$ cat config.mk
export PLATFORM = sky130hd
export DESIGN_NAME = display_scan_scheduler_flat
export DESIGN_NICKNAME = d
export VERILOG_FILES = /design/src/rtl/display_scan_scheduler_if.sv /design/src/rtl/display_scan_scheduler.sv /design/src/flat_wrapper.sv
export SDC_FILE = /design/constraint.sdc
export NUM_CORES = 1
export LEC_CHECK = 0
export CAP_MARGIN = 20
export CORE_UTILIZATION = 36
export CTS_CLUSTER_SIZE = 25
export DETAILED_ROUTE_END_ITERATION = 6
export PLACE_DENSITY = 0.6
export SETUP_SLACK_MARGIN = 0.05
export SYNTH_ARGS = -nofsm -noshare
export SYNTH_HDL_FRONTEND = slang
export SYNTH_SLANG_ARGS = --single-unit
$ cat constraint.sdc
create_clock -name clk_in -period 4.8 [get_ports clk_in]
set_input_delay 1.44 -clock clk_in [delete_from_list [all_inputs] [get_ports clk_in]]
set_output_delay 1.44 -clock clk_in [all_outputs]
set_load 0.005 [all_outputs]
$ cat src/rtl/display_scan_scheduler_if.sv
// Message-memory write port for the scan scheduler: the host drives it (master),
// and the scheduler samples it on its clock (slave).
interface display_scan_scheduler_if #(
  parameter int unsigned MSG_LEN = 16
);
  logic                       msg_wr_en;
  logic [$clog2(MSG_LEN)-1:0] msg_wr_addr;
  logic [4:0]                 msg_wr_data;

  modport master (output msg_wr_en, output msg_wr_addr, output msg_wr_data);
  modport slave  (input  msg_wr_en, input  msg_wr_addr, input  msg_wr_data);
endinterface

$ cat src/rtl/display_scan_scheduler.sv
// Time-multiplexed 7-segment scan controller with an optional scrolling message.
// Tick enables are derived from the single board clock; outputs decode registered state.
module display_scan_scheduler #(
  parameter int unsigned CLK_FREQ    = 100_000_000,
  parameter int unsigned SCAN_FREQ   = 1000,
  parameter int unsigned SCROLL_FREQ = 3,
  parameter int unsigned NUM_DIGITS  = 8,
  parameter int unsigned MSG_LEN     = 16,
  parameter int unsigned HOLD_STEPS  = 4
) (
  input  logic                       clk_in,
  input  logic                       reset_n,
  input  logic                       enable,
  input  logic                       mode,
  display_scan_scheduler_if.slave    msg_wr,
  output logic [NUM_DIGITS-1:0]      digit_sel,
  output logic [4:0]                 symbol_out,
  output logic [$clog2(MSG_LEN)-1:0] scroll_pos,
  output logic                       frame_done
);
  localparam int unsigned SCAN_DIV   = CLK_FREQ / SCAN_FREQ;
  localparam int unsigned SCROLL_DIV = CLK_FREQ / SCROLL_FREQ;
  localparam int unsigned AW         = $clog2(MSG_LEN);
  localparam int unsigned DW         = $clog2(NUM_DIGITS);
  localparam int unsigned SCW        = $clog2(SCAN_DIV);
  localparam int unsigned RCW        = $clog2(SCROLL_DIV);
  localparam int unsigned HW         = $clog2(HOLD_STEPS + 1);
  localparam logic [4:0]  BLANK      = 5'h1F;

  typedef enum logic [1:0] {IDLE, RUN, HOLD} state_e;

  state_e           state_q, state_d;
  logic [SCW-1:0]   scan_cnt_q, scan_cnt_d;
  logic [RCW-1:0]   scroll_cnt_q, scroll_cnt_d;
  logic [DW-1:0]    d_q, d_d;
  logic [AW-1:0]    pos_q, pos_d;
  logic [HW-1:0]    hold_q, hold_d;
  logic             frame_q, frame_d;
  logic [4:0]       mem_q [MSG_LEN];

  logic             scan_tick, scroll_tick;
  logic [AW-1:0]    pos_inc;
  logic [HW-1:0]    hold_inc;
  logic [AW-1:0]    rd_addr;

  assign scan_tick   = (scan_cnt_q == SCW'(SCAN_DIV - 1));
  assign scroll_tick = (scroll_cnt_q == RCW'(SCROLL_DIV - 1));
  assign pos_inc     = pos_q + AW'(1);
  assign hold_inc    = hold_q + HW'(1);

  always_ff @(posedge clk_in) begin
    if (!reset_n) begin
      state_q      <= IDLE;
      scan_cnt_q   <= '0;
      scroll_cnt_q <= '0;
      d_q          <= '0;
      pos_q        <= '0;
      hold_q       <= '0;
      frame_q      <= 1'b0;
    end else begin
      state_q      <= state_d;
      scan_cnt_q   <= scan_cnt_d;
      scroll_cnt_q <= scroll_cnt_d;
      d_q          <= d_d;
      pos_q        <= pos_d;
      hold_q       <= hold_d;
      frame_q      <= frame_d;
    end
  end

  // Message memory is cleared only by reset; dropping enable keeps its contents.
  always_ff @(posedge clk_in) begin
    if (!reset_n) begin
      for (int unsigned i = 0; i < MSG_LEN; i++) mem_q[i] <= BLANK;
    end else if (msg_wr.msg_wr_en) begin
      mem_q[msg_wr.msg_wr_addr] <= msg_wr.msg_wr_data;
    end
  end

  always_comb begin
    state_d      = state_q;
    scan_cnt_d   = scan_cnt_q;
    scroll_cnt_d = scroll_cnt_q;
    d_d          = d_q;
    pos_d        = pos_q;
    hold_d       = hold_q;
    frame_d      = 1'b0;

    if (!enable) begin
      state_d      = IDLE;
      scan_cnt_d   = '0;
      scroll_cnt_d = '0;
      d_d          = '0;
      pos_d        = '0;
      hold_d       = '0;
    end else begin
      case (state_q)
        IDLE: begin
          state_d      = RUN;
          scan_cnt_d   = '0;
          scroll_cnt_d = '0;
          d_d          = '0;
        end
        RUN, HOLD: begin
          scan_cnt_d   = scan_tick   ? '0 : scan_cnt_q + SCW'(1);
          scroll_cnt_d = scroll_tick ? '0 : scroll_cnt_q + RCW'(1);
          if (scan_tick) begin
            d_d = (d_q == DW'(NUM_DIGITS - 1)) ? '0 : d_q + DW'(1);
          end
          // Scroll ticks advance the offset in RUN (scroll mode) or count the dwell in HOLD.
          if (scroll_tick) begin
            if (state_q == RUN) begin
              if (mode) begin
                pos_d = pos_inc;
                if (pos_inc == '0) begin
                  state_d = HOLD;
                  hold_d  = '0;
                  frame_d = 1'b1;
                end
              end
            end else begin
              hold_d = hold_inc;
              if (hold_inc == HW'(HOLD_STEPS)) state_d = RUN;
            end
          end
        end
        default: state_d = IDLE;
      endcase
    end
  end

  always_comb begin
    digit_sel  = '1;
    symbol_out = BLANK;
    rd_addr    = mode ? (pos_q + AW'(d_q)) : AW'(d_q);
    if (state_q != IDLE) begin
      digit_sel  = ~(NUM_DIGITS'(1) << d_q);
      symbol_out = mem_q[rd_addr];
    end
  end

  assign scroll_pos = pos_q;
  assign frame_done = frame_q;

endmodule

$ cat src/flat_wrapper.sv
// flat-port wrapper written by rule: the top's interface ports become plain ports
module display_scan_scheduler_flat 
#(
  parameter int unsigned CLK_FREQ    = 100_000_000,
  parameter int unsigned SCAN_FREQ   = 1000,
  parameter int unsigned SCROLL_FREQ = 3,
  parameter int unsigned NUM_DIGITS  = 8,
  parameter int unsigned MSG_LEN     = 16,
  parameter int unsigned HOLD_STEPS  = 4
)
  (clk_in, reset_n, enable, mode, digit_sel, symbol_out, scroll_pos, frame_done, msg_wr_msg_wr_en, msg_wr_msg_wr_addr, msg_wr_msg_wr_data);
  display_scan_scheduler_if #(.MSG_LEN(MSG_LEN)) msg_wr_i ();
  input  logic clk_in;
  input  logic reset_n;
  input  logic enable;
  input  logic mode;
  output logic [NUM_DIGITS-1:0] digit_sel;
  output logic [4:0] symbol_out;
  output logic [$clog2(MSG_LEN)-1:0] scroll_pos;
  output logic frame_done;
  input wire logic [$bits(msg_wr_i.msg_wr_en)-1:0] msg_wr_msg_wr_en;
  input wire logic [$bits(msg_wr_i.msg_wr_addr)-1:0] msg_wr_msg_wr_addr;
  input wire logic [$bits(msg_wr_i.msg_wr_data)-1:0] msg_wr_msg_wr_data;
  assign msg_wr_i.msg_wr_en = msg_wr_msg_wr_en;
  assign msg_wr_i.msg_wr_addr = msg_wr_msg_wr_addr;
  assign msg_wr_i.msg_wr_data = msg_wr_msg_wr_data;
  display_scan_scheduler #(.CLK_FREQ(CLK_FREQ), .SCAN_FREQ(SCAN_FREQ), .SCROLL_FREQ(SCROLL_FREQ), .NUM_DIGITS(NUM_DIGITS), .MSG_LEN(MSG_LEN), .HOLD_STEPS(HOLD_STEPS)) u_core (.clk_in(clk_in), .reset_n(reset_n), .enable(enable), .mode(mode), .msg_wr(msg_wr_i), .digit_sel(digit_sel), .symbol_out(symbol_out), .scroll_pos(scroll_pos), .frame_done(frame_done));
endmodule
==> metrics.cfg <==
[critical_path]
r2r-start = u_core.state_q[0]
worst-endpoint-arrival_ps = 3270
rrSetupSlack_ps = 2250
critPathKind = in2out
r2r-end = u_core.scroll_cnt_q[22]
start_kind = input pin
crit_fanout = 8
cp.required_ps = 3360
end_kind = output port
r2r_cells = 6

[run_status]
status = finished clean

[min_path]
hp-start = u_core.hold_q[1]
hp-class = reg2reg
holdPathStages = 2
hold_end = u_core.hold_q[1]

[routing]
dr.pass1.iters = 5
drtIter0Drc = 235
final_antenna_net_count = 0
drc = 0
post_drt_wl_per_cell_um = 16.3
drt-vias-per-instance = 5.28
vias = 5206
wl_um = 16000

[yosys]
syn-cell-area_mm2 = 0.00702
synth-edff-count = 80
ys_top_cells_by_area = edfxtp_1, dfxtp_1, mux2i_1
synth_nets = 714
ys_types = 51
yosysTopAreaCellShare = 0.342
yosysSeqAreaShare = 0.499
ys_warn_count = 0
netlist_instances = 680
syn_avg_cell_area_um2 = 10.3
ys.flop_type = edfxtp_1
synth-seq-cells = 135
synthArstFlopShare = 0
synth_largest_area_cell = edfxtp_1

[clocking]
path_clk_slew_ps = 60
clk_latency_ps = 420
cts_tree = yes
clockRootBuffer = clkbuf_16
cts_buffers = 17
cts_hold_buffers = 0
clock_sinks = 135
cts_htree_levels = 4
clock_path_buffers = 2

[place]
globalplace.congestion = 0.846
pre_cts_slack_ps = -404
post_dp_cell_area_mm2 = 0.00765
dp_hpwl_um = 11200
portBuffers = 31

[power]
ir_drop_v = 0.000236
static-leakage-power_nw = 2.94
powerDensity_mw_per_mm2 = 329

[sta]
maxSlewHeadroom = 0.473
rsz0062_at_grt = yes
fin_crit_sh = 0.981
max_freq_ghz = 0.212
hold_viol = 0
period_needed_ps = 4710
fin_tns_setup_ps = 0
fin_ws_ps = 92.2
setup_violations = 0
worst_slew_pin_slew_ps = 787
skew_ps = 8.79
drv_slew = 0

[die]
fp.coreArea_mm2 = 0.0189
num_rows = 50
die_w_um = 142
boundaryPins = 32
dieHeight_um = 142
start_util = 0.372
dieArea_mm2 = 0.0201

[cells_and_area]
final_cell_mix = edfxtp_1, nor2_1, dfxtp_1, or3_1
antenna_cells = 0
utilization = 0.441
final_cell_area_mm2 = 0.00834
drive_above_1_share = 0.132
syn_to_final_growth_pct = 18.7
layout_commonest_cell = edfxtp_1
layout.nets = 747
fillers = 1811

[global_routing]
grt_max_degree = 23
grt_pass1_vias = 5212
grt_pass1_wl_um = 26400
globalRoute.totalOverflow = 0
grt_usage = 0.172
antenna_found_initial = 0

[run]
cap_viol_max_count = 0

synth_stat cells, types with 2 or more instances:
| cell | count |
|---|---|
| o21a_1 | 2 |
| nand2_1 | 44 |
| nor3b_1 | 5 |
| and3_1 | 3 |
| and2_1 | 3 |
| o22a_1 | 5 |
| nand4_1 | 13 |
| nor2_1 | 60 |
| or3_1 | 49 |
| nand3b_1 | 4 |
| xor2_1 | 15 |
| clkbuf_1 | 30 |
| or2_2 | 27 |
| nand4b_1 | 3 |
| o21bai_1 | 5 |
| inv_1 | 28 |
| buf_1 | 4 |
| a21oi_1 | 14 |
| o211ai_1 | 4 |
| mux2i_1 | 53 |
| nor4bb_1 | 2 |
| nand3_1 | 16 |
| a21o_1 | 3 |
| xnor2_1 | 23 |
| nor4b_1 | 4 |
| nor4_1 | 8 |
| edfxtp_1 | 80 |
| buf_2 | 2 |
| a211oi_1 | 20 |
| dfxtp_1 | 55 |
| ha_1 | 19 |
| or3b_1 | 2 |
| nor2b_1 | 3 |
| nand2b_1 | 20 |
| o211a_1 | 5 |
| nor3_1 | 13 |
| or4_1 | 5 |
| o21ai_0 | 16 |
worst max-delay path, cell delays in order:
cell and delay [ps]:
clkdlybuf4s15_2 200, buf_6 130, mux2i_4 360, buf_12 180
mux2i_1 230, mux2i_1 110, o22a_1 220, o211a_1 120
dlygate4sd2_1 260
routing by layer:
layer | vias up | GRT usage | part of all wire
met2 | 104 | 0.297 | 0.50
met3 | 17 | 0.0418 | 0.033
met5 | - | 0 | 0
met1 | 2561 | 0.212 | 0.46
li1 | 2524 | - | -
met4 | 0 | 0.0481 | 0.011
metrics by stage:
| stage | cells | hold WS, ps | total power [mW] |
|---|---|---|---|
| after global routing | 986 | 525 | 2.84 |
| after floorplan | 680 | 459 | 1.40 |
| after CTS | 985 | 505 | 2.77 |
| after global placement | 949 | 468 | 1.47 |
| after detailed placement | 949 | 495 | 1.48 |
| final | 986 | 499 | 2.75 |
state kept, by name, summed over array words and instances (netlist names):
signal / count
u_core.state_q: 2
u_core.d_q: 3
u_core.scroll_pos: 4
u_core.mem_q: 80
u_core.frame_done: 1
u_core.hold_q: 3
u_core.scan_cnt_q: 17
u_core.scroll_cnt_q: 25
kinds of logic after synthesis:
group	share of synthesized area
compound gates	0.0780
xor+xnor	0.0474
fa+ha+maj	0.0367
buf+inv	0.0362
flops	0.499
mux	0.0772
simple gates	0.226
cell type report:
cell class	count	area, µm²	area share
Clock buffer	17	425	0.0510
Sequential cell	135	3500	0.420
Clock inverter	15	159	0.0191
Timing Repair Buffer	51	500	0.0600
Tap cell	260	325	0.0390
Inverter	28	105	0.0126
Multi-Input combinational cell	480	3320	0.398
where the power goes:
group          total, mW  switching (mW)  internal [mW]
Combinational      0.170           0.107         0.0637
Sequential          1.29          0.0194           1.27
Clock               1.29           0.555          0.735
how the worst max path moves through the flow:
stage	slack, ps	end	start	cells past startpoint
3_5_place_dp	-400	symbol_out[4]	mode	8
2_1_floorplan	420	symbol_out[0]	mode	6
6_report	90	symbol_out[0]	mode	9
5_1_grt	-5	symbol_out[0]	mode	9
3_3_place_gp	-400	symbol_out[3]	mode	8
4_1_cts	60	symbol_out[3]	mode	10
repair_timing:
item	CTS	global route
resized for setup	24	3
endpoints found under the setup margin	5	5
gates cloned	1	0
setup buffers	3	0
pin swaps	1	0
No activity file was read; power rests on OpenSTA's default activity.
==> variant, RTL diff (same settings) <==
Register the inputs `enable` and `mode` before use, with the module's reset. The logic sees them one clock later. The other inputs are not delayed to match.
--- a/src/rtl/display_scan_scheduler.sv
+++ b/src/rtl/display_scan_scheduler.sv
@@ -29,4 +29,17 @@
 
   typedef enum logic [1:0] {IDLE, RUN, HOLD} state_e;
+
+  logic enable_q;
+  logic mode_q;
+
+  always_ff @(posedge clk_in) begin
+    if (!reset_n) begin
+      enable_q <= '0;
+      mode_q   <= '0;
+    end else begin
+      enable_q <= enable;
+      mode_q   <= mode;
+    end
+  end
 
   state_e           state_q, state_d;
@@ -87,5 +100,5 @@
     frame_d      = 1'b0;
 
-    if (!enable) begin
+    if (!enable_q) begin
       state_d      = IDLE;
       scan_cnt_d   = '0;
@@ -111,5 +124,5 @@
           if (scroll_tick) begin
             if (state_q == RUN) begin
-              if (mode) begin
+              if (mode_q) begin
                 pos_d = pos_inc;
                 if (pos_inc == '0) begin
@@ -133,5 +146,5 @@
     digit_sel  = '1;
     symbol_out = BLANK;
-    rd_addr    = mode ? (pos_q + AW'(d_q)) : AW'(d_q);
+    rd_addr    = mode_q ? (pos_q + AW'(d_q)) : AW'(d_q);
     if (state_q != IDLE) begin
       digit_sel  = ~(NUM_DIGITS'(1) << d_q);
Function: changed (a bounded check fails within 4 cycles, from zero or initial values and one cycle with reset_n low).
==> variant against the original RTL <==
Total power increased by 2.1%; routed wire length decreased by 4.3%; worst setup slack improved by 100 ps; largest cell class unchanged; sequential cell count increased by 2; critical path depth decreased by 1; largest power group is now the clock network; area after synthesis decreased by 2.6%; global-route usage decreased by 0.61 points; worst hold slack got worse by 15 ps; design area decreased by 3.6%.
==> variant: results (changes against the original RTL) <==
Worst VDD drop: 0.231 mV (was 0.236 mV)
Fin Hold WS: 484 ps (was 499 ps)
Routed wire length: 15400 um (was 16000 um)
Initial antenna violation count: 0 (unchanged)
Fill cells: 1715 (was 1811)
Number of global-route vias before repair: 4645 (was 5212)
Share of layout cells above drive strength 1: 14.9% (was 13.2%)
Async SR Flop Fraction: 0% (unchanged)
Global Route met3 Usage: 3.27% (was 4.18%)
Netlist cell types: 55 (was 51)
Via count: 4826 (was 5206)
Top routing layer in use: met4 (unchanged)
Regs by FF count: u_core.mem_q (80), u_core.scroll_cnt_q (25), u_core.scan_cnt_q (17) (unchanged)
Seq/Total Area, Yosys: 51.8% (was 49.9%)
Grt met2 use: 26.3% (was 29.7%)
Synth top cells by count: 80 x edfxtp_1, 59 x nor2_1, 57 x dfxtp_1 (was 80 x edfxtp_1, 60 x nor2_1, 55 x dfxtp_1)
GR Util met1: 22.1% (was 21.2%)
Largest family of logic cells by synthesized area: simple AND/OR/NAND/NOR gates (unchanged)
Metal3 WL: 611 um (was 530 um)
Area share of fa/ha/maj cells after synthesis: 3.95% (was 3.67%)
Largest net degree at the start of global routing: 24 (was 23)
Final Wtd Congestion: 0.850 (was 0.846)
Reg clk slew, reported paths: 70 ps
Clock Path Buffers: 2 (unchanged)
Fin nets: 680 (was 747)
Status: complete, no violations (unchanged)
H-tree depth: 4 (unchanged)
Clock Tree Root: clkbuf_16 (unchanged)
GRT Max-Usage Layer: met2 (unchanged)
Critical path's largest stage delay: 440 ps (was 360 ps)
All-layer global routing usage: 16.6% (was 17.2%)
Synthesized Nets: 656 (was 714)
# hold bufs at CTS: 0 (unchanged)
Largest cells by area after synthesis: edfxtp_1 35%, dfxtp_1 17%, mux4_2 6.6% (was edfxtp_1 34%, dfxtp_1 16%, mux2i_1 7.6%)
Iteration-0 DRC Markers: 355 (was 235)
Worst EP arrival: 3170 ps (was 3270 ps)
P_leak: 2.58 nW (was 2.94 nW)
Met1 wire length: 7220 um (was 7320 um)
DR WL met2: 7290 um (was 8020 um)
Mux share of post-synthesis cell area: 7.02% (was 7.72%)
Crit path max fanout: 20 (was 8)
Number of flops mapped to enable cells by yosys: 80 (unchanged)
Global-route wire length before repair: 24800 um (was 26400 um)
Worst-skew pair later-pin latency: 430 ps
Worst Tran Pin Value: 918 ps (was 787 ps)
Post-Route Skew: 9.46 ps (was 8.79 ps)
Synth Flop Type: edfxtp_1 (unchanged)
# diodes: 0 (unchanged)
CTS buffer count: 17 (unchanged)
Worst reg2reg setup slack: 2240 ps
Synth Area in Compound Gates: 6.49% (was 7.80%)
Worst path slowest cell: fa_1 (was mux2i_4)
I/O Buffers: 31 (unchanged)
CP top delay family: buffers and inverters (unchanged)
Worst hold path type: flip-flop to flip-flop (unchanged)
Xor and xnor area share after synthesis: 4.48% (was 4.74%)
DP HPWL: 10600 um (was 11200 um)
Warnings from Yosys: 0 (unchanged)
[variant: cells by family (layout without fill, tap and decap cells)]
family / Yosys count / after routing
AND/OR/NAND/NOR: 291 / 291
flip-flops: 137 / 137
AO/OA/AOI/OAI: 66 / 66
buffers and inverters: 48 / 85
XOR/XNOR: 35 / 35
multiplexers: 23 / 23
adder cells (fa/ha/maj): 21 / 21
[variant: timing repair]
action | CTS | global route
gates resized for setup | 1 | 4
pin swaps | 0 | 0
setup buffers | 0 | 1
endpoints found under the setup margin | 5 | 5
[variant: worst paths after layout]
check / cells after the start / endpoint / from
max: 8 / symbol_out[2] / u_core.d_q[0]
min: 2 / u_core.scan_cnt_q[1] / u_core.scan_cnt_q[1]
max reg2reg: 5 / u_core.scan_cnt_q[16] / u_core.scan_cnt_q[6]
min reg2reg: 2 / u_core.scan_cnt_q[1] / u_core.scan_cnt_q[1]
[variant: layout make-up]
type	count	area share (%)
Clock inverter	15	2.48
Multi-Input combinational cell	436	38.9
Timing Repair Buffer	37	4.78
Tap cell	234	3.64
Sequential cell	137	44.1
Clock buffer	17	5.29
Inverter	16	0.747
[variant: power breakdown]
group / switching [W] / leakage, nW / internal [W]
combinational: 0.0000657 / 1.01 / 0.0000428
sequential: 0.0000224 / 1.26 / 0.00128
clock: 0.000588 / 0.310 / 0.000802
total: 0.000676 / 2.58 / 0.00213
[variant: per-stage QoR]
stage          cell area [um2]  power [W]  utilization [%]  setup WS, ps  std cells
2_1_floorplan             6840    0.00138                -          1070        621
6_report                  8040    0.00280             43.1           193        892
3_5_place_dp              7390    0.00144             39.6           493        859
4_1_cts                   8010    0.00283             43.0          77.6        891
3_3_place_gp              7390    0.00144             39.6           562        859
5_1_grt                   8040    0.00289             43.1          76.5        892
